<file path="config.mk">
export PLATFORM = sky130hd
export DESIGN_NAME = reg_file_mp
export DESIGN_NICKNAME = d
export VERILOG_FILES = /design/src/rtl/reg_file_pkg.sv /design/src/rtl/rf_read_port.sv /design/src/rtl/reg_file_mp.sv
export SDC_FILE = /design/constraint.sdc
export NUM_CORES = 2
export LEC_CHECK = 0
export BUFFER_PORTS_ARGS = -buffer_cell sky130_fd_sc_hd__buf_2
export CAP_MARGIN = 20
export CORE_MARGIN = 2
export CORE_UTILIZATION = 45
export CTS_BUF_LIST = sky130_fd_sc_hd__clkbuf_16
export CTS_CLUSTER_SIZE = 20
export DETAILED_ROUTE_END_ITERATION = 6
export RECOVER_POWER = 100
export REMOVE_ABC_BUFFERS = 1
export SYNTH_ARGS = -nofsm -noshare
export SYNTH_HDL_FRONTEND = slang
export SYNTH_SLANG_ARGS = --single-unit
</file>
<file path="constraint.sdc">
create_clock -name clk -period 5.4 [get_ports clk]
set_input_delay 1.08 -clock clk [delete_from_list [all_inputs] [get_ports clk]]
set_output_delay 1.08 -clock clk [all_outputs]
set_load 0.01 [all_outputs]
</file>
<file path="src/rtl/reg_file_pkg.sv">
// Shared constants, index type and helpers for the multi-port integer register file.
package reg_file_pkg;

    localparam int REG_ZERO  = 0;
    localparam int REG_A0    = 10;
    localparam int RF_ADDR_W = 5;

    typedef logic [RF_ADDR_W-1:0] reg_idx_t;

    // Callers zero-extend their index to 32 bits so one helper serves any ADDR_W <= 32.
    function automatic logic idx_is_zero(input logic [31:0] idx);
        return idx == 32'(REG_ZERO);
    endfunction

endpackage

</file>
<file path="src/rtl/rf_read_port.sv">
// One combinational read port: same-cycle write bypass, x0 forcing and busy masking.
module rf_read_port
    import reg_file_pkg::*;
#(
    parameter int DATA_W = 32,
    parameter int ADDR_W = 5,
    parameter int BYPASS = 1
) (
    input  logic              hold_i,
    input  logic [ADDR_W-1:0] ra_i,
    input  logic [DATA_W-1:0] stored_i,
    input  logic              busy_i,
    input  logic              we0_i,
    input  logic [ADDR_W-1:0] wa0_i,
    input  logic [DATA_W-1:0] wd0_i,
    input  logic              we1_i,
    input  logic [ADDR_W-1:0] wa1_i,
    input  logic [DATA_W-1:0] wd1_i,
    output logic [DATA_W-1:0] rd_o,
    output logic              busy_o
);

    always_comb begin
        rd_o   = stored_i;
        busy_o = busy_i;
        if (BYPASS != 0) begin
            // Load port has priority, and a completing load releases the stall immediately.
            if (we1_i && (wa1_i == ra_i)) begin
                rd_o   = wd1_i;
                busy_o = 1'b0;
            end else if (we0_i && (wa0_i == ra_i)) begin
                rd_o = wd0_i;
            end
        end
        if (hold_i || idx_is_zero(32'(ra_i))) begin
            rd_o   = '0;
            busy_o = 1'b0;
        end
    end

endmodule

</file>
<file path="src/rtl/reg_file_mp.sv">
// Multi-port integer register file: two write ports (ALU, load), NUM_RD read ports,
// pending-load scoreboard, hardwired x0 and an a0 tap for the display harness.
module reg_file_mp
    import reg_file_pkg::*;
#(
    parameter int DATA_W = 32,
    parameter int ADDR_W = 5,
    parameter int NUM_RD = 2,
    parameter int BYPASS = 1,
    parameter int A0_IDX = REG_A0
) (
    input  logic                     clk,
    input  logic                     rst_n,
    input  logic [NUM_RD*ADDR_W-1:0] RA,
    output logic [NUM_RD*DATA_W-1:0] RD,
    output logic [NUM_RD-1:0]        BUSY,
    input  logic                     WE0,
    input  logic [ADDR_W-1:0]        WA0,
    input  logic [DATA_W-1:0]        WD0,
    input  logic                     WE1,
    input  logic [ADDR_W-1:0]        WA1,
    input  logic [DATA_W-1:0]        WD1,
    input  logic                     BSY_SET,
    input  logic [ADDR_W-1:0]        BSY_ADDR,
    output logic [DATA_W-1:0]        a0
);

    localparam int DEPTH = 2 ** ADDR_W;

    logic [DATA_W-1:0] regs_q [DEPTH];
    logic [DATA_W-1:0] regs_d [DEPTH];
    logic [DEPTH-1:0]  busy_q;
    logic [DEPTH-1:0]  busy_d;

    // Later assignments win: load over ALU on data, set over clear on the scoreboard.
    always_comb begin
        regs_d = regs_q;
        busy_d = busy_q;
        if (WE0 && !idx_is_zero(32'(WA0))) begin
            regs_d[WA0] = WD0;
        end
        if (WE1 && !idx_is_zero(32'(WA1))) begin
            regs_d[WA1] = WD1;
            busy_d[WA1] = 1'b0;
        end
        if (BSY_SET && !idx_is_zero(32'(BSY_ADDR))) begin
            busy_d[BSY_ADDR] = 1'b1;
        end
        regs_d[REG_ZERO] = '0;
        busy_d[REG_ZERO] = 1'b0;
    end

    always_ff @(posedge clk or negedge rst_n) begin
        if (!rst_n) begin
            for (int r = 0; r < DEPTH; r++) begin
                regs_q[r] <= '0;
            end
            busy_q <= '0;
        end else begin
            regs_q <= regs_d;
            busy_q <= busy_d;
        end
    end

    assign a0 = regs_q[A0_IDX];

    for (genvar i = 0; i < NUM_RD; i++) begin : g_rd
        logic [ADDR_W-1:0] ra;
        assign ra = RA[i*ADDR_W +: ADDR_W];

        rf_read_port #(
            .DATA_W (DATA_W),
            .ADDR_W (ADDR_W),
            .BYPASS (BYPASS)
        ) u_port (
            .hold_i   (!rst_n),
            .ra_i     (ra),
            .stored_i (regs_q[ra]),
            .busy_i   (busy_q[ra]),
            .we0_i    (WE0),
            .wa0_i    (WA0),
            .wd0_i    (WD0),
            .we1_i    (WE1),
            .wa1_i    (WA1),
            .wd1_i    (WD1),
            .rd_o     (RD[i*DATA_W +: DATA_W]),
            .busy_o   (BUSY[i])
        );
    end

endmodule
</file>
==> reports/qor.txt <==
Rel. slew slack -> -160%
Clk Latency, worst-skew pair -> 750 ps
final hold viol count -> 0
most common cell after layout, fill and taps aside -> mux2i_1
DR vias/cell -> 6.69
Congestion Overflow GR -> 0
Critical Path Fanout Max -> 26
VDD IR max -> 0.000278 V
skew final -> 0 ps
f_max -> 186 MHz
HP Class -> flip-flop to flip-flop
CTS tree -> done
crit share post-route -> 99.4%
layout cell share with drive strength beyond 1 -> 13.2%
Critical Path Most Common Cell -> o21ai_0
pre-CTS setup slack -> 257 ps
max-cap check violation count -> 53
wirelength, routed -> 274 mm
Post-synth EDFFs -> 0
first-pass GRT wire length -> 393 mm
Num CTS Buffers -> 118
Die Wd -> 388 µm
P&R area growth vs syn -> 7.82%
prevailing post-synth register cell -> dfrtp_1
row count -> 141
minimum clock period -> 5370 ps
GRT Util Overall -> 35.4%
Slew Limit Fails -> 2,501
setup violators final -> 0
Port Buf Inserts -> 191
status -> finished, violations left
Leak -> 32.2 nW
DRT Pass-1 Iters -> 6
synth warn -> 0
drt drc -> 0
Clk Tree Root Cell -> clkbuf_16
asr flop ratio synth -> 100%
Synth cell types -> 62
largest net degree at the start of global routing -> 136
Critical Path AT -> 4290 ps
failing checks -> capacitance limit, slew limit
Hold Buf Count CTS -> 0
final net count -> 6,591
Initial Utilization -> 45.2%
Die Ht -> 388 µm
average size of a mapped cell -> 9.71 µm²
wire per inst -> 32.2 µm
Startpoint Class -> input pin
drt first-iter violations -> 7,756
Req. time, crit path -> 4320 ps
Die ar. -> 151,000 µm²
CP Cell Sequence -> buf_8, clkbuf_1, o41ai_1, nor2_4, buf_4, o21ai_0, o21ai_0, buf_2
Post-Syn Instances -> 6,848
unrepaired setup endpoints after global routing -> false
pwr dens -> 364 nW/µm²
setup_tns -> 0 ps
max incr delay on CP -> 670 ps
largest cells by area after synthesis -> dfrtp_1, mux2i_1, mux4_2, a21oi_1, nor2_1
CP endpoint kind -> primary output
ANT nets after route -> 0
gpl congestion -> 0.909
num ports -> 192
commonest non-fill, non-tap cells in the layout -> mux2i_1, dfrtp_1, nor2_1
post-route cell area -> 71,700 µm²
Post-DP Area -> 68,500 µm²
post-synthesis sequential area ratio -> 38.5%
H-tree Lvls -> 3
area share of the largest cell type after synthesis -> 38.5%
CP max-delay cell -> clkbuf_1
total of cells resized after clock tree synthesis -> 0
cell accounting for the most synthesized area -> dfrtp_1
Fillers -> 13,700
critical path class -> input pin to primary output
initial antenna violation count -> 14
flops & latches, synth -> 1,023
vias in the first global route -> 54,400
Post-Syn Area -> 66,500 µm²
CP top delay family -> buffers and inverters
slew of the pin with the lowest slew margin -> 3910 ps
Buf+Inv Stages, Crit Path -> 4
post-CTS setup buffer count -> 0
worst setup margin -> 31.1 ps
HPWL Detailed -> 161 mm
CORE AREA -> 147,000 µm²
Longest Clk Path Bufs -> 3
Sink Count -> 1,023
via count -> 57,100
clk slew on worst S/H paths -> 50 ps
per-stage QoR:
stage / instances / util, % / total power [mW] / hold slack [ps]
3_5_place_dp: 8304 / 46.6 / 18.3 / 496
5_1_grt: 8524 / 48.7 / 27.3 / 536
6_report: 8531 / 48.7 / 26.1 / 507
4_1_cts: 8519 / 49.0 / 26.0 / 388
2_1_floorplan: 5957 / - / 15.6 / 461
3_3_place_gp: 8303 / 46.6 / 18.0 / 480
where the power goes:
| group | switching [mW] | internal [mW] | leakage, nW |
|---|---|---|---|
| combinational | 3.41 | 3.42 | 18.1 |
| clock | 3.55 | 4.19 | 1.87 |
| sequential | 1.78 | 9.76 | 12.3 |
| total | 8.74 | 17.4 | 32.2 |
registers in the layout (all words and copies together), names as in the netlist:
name	flops
a0	32
regs_q	960
busy_q	31
area by class of cell:
type / instances / area [µm²] / share of cell area, %
Antenna cell: 9 / 22.5 / 0.0314
Clock buffer: 120 / 3000 / 4.19
Clock inverter: 95 / 586 / 0.817
Inverter: 10 / 37.5 / 0.0524
Multi-Input combinational cell: 4924 / 37000 / 51.6
Sequential cell: 1023 / 25600 / 35.7
Tap cell: 1930 / 2410 / 3.37
Timing Repair Buffer: 420 / 3020 / 4.22
kinds of logic (layout without fill, tap and decap cells):
group                  Yosys count  in the layout  share of synthesized area, %
AO/OA/AOI/OAI                 1631           1631                          14.5
buffers and inverters          901            645                          6.26
multiplexers                  1744           1744                          31.0
other                            0              9                             0
XOR/XNOR                        20             20                         0.264
AND/OR/NAND/NOR               1529           1529                          9.41
flip-flops                    1023           1023                          38.5
Yosys cell counts (101+ instances only):
cell      number
clkbuf_1     502
buf_2        151
mux4_2       239
buf_1        106
mux2i_1     1418
a22oi_1      101
buf_4        102
o22ai_1      148
a21oi_1      781
o21ai_0      284
nand2_1      440
nor2_1       868
dfrtp_1     1023
tightest hold or removal path: stages, from the launching register on:
cell	delay (ps)
dfrtp_1	360
nand2_1	50
o21ai_0	60
final timing paths:
path / end / start / slack (ps) / cells past startpoint
max in group asynchronous: regs_q[25]$_DFF_PN0_ / rst_n / 710 / 4
setup / recovery: RD[4] / RA[0] / 30 / 8
setup reg to reg: a0[17]$_DFF_PN0_ / a0[17]$_DFF_PN0_ / 4290 / 2
hold reg to reg: busy_q[21]$_DFF_PN0_ / busy_q[21]$_DFF_PN0_ / 510 / 2
hold / removal: busy_q[21]$_DFF_PN0_ / busy_q[21]$_DFF_PN0_ / 510 / 2
min in group asynchronous: a0[10]$_DFF_PN0_ / rst_n / 850 / 2
metal layers:
layer  vias to the layer above  wire [µm]  GRT usage, %
met5                         -        112         0.223
met2                      3712     119000          53.0
met1                     28300     107000          46.9
met3                       915      30400          9.04
li1                      24100          -             -
met4                        10      17800          19.5
No activity file was read; power rests on OpenSTA's default activity.
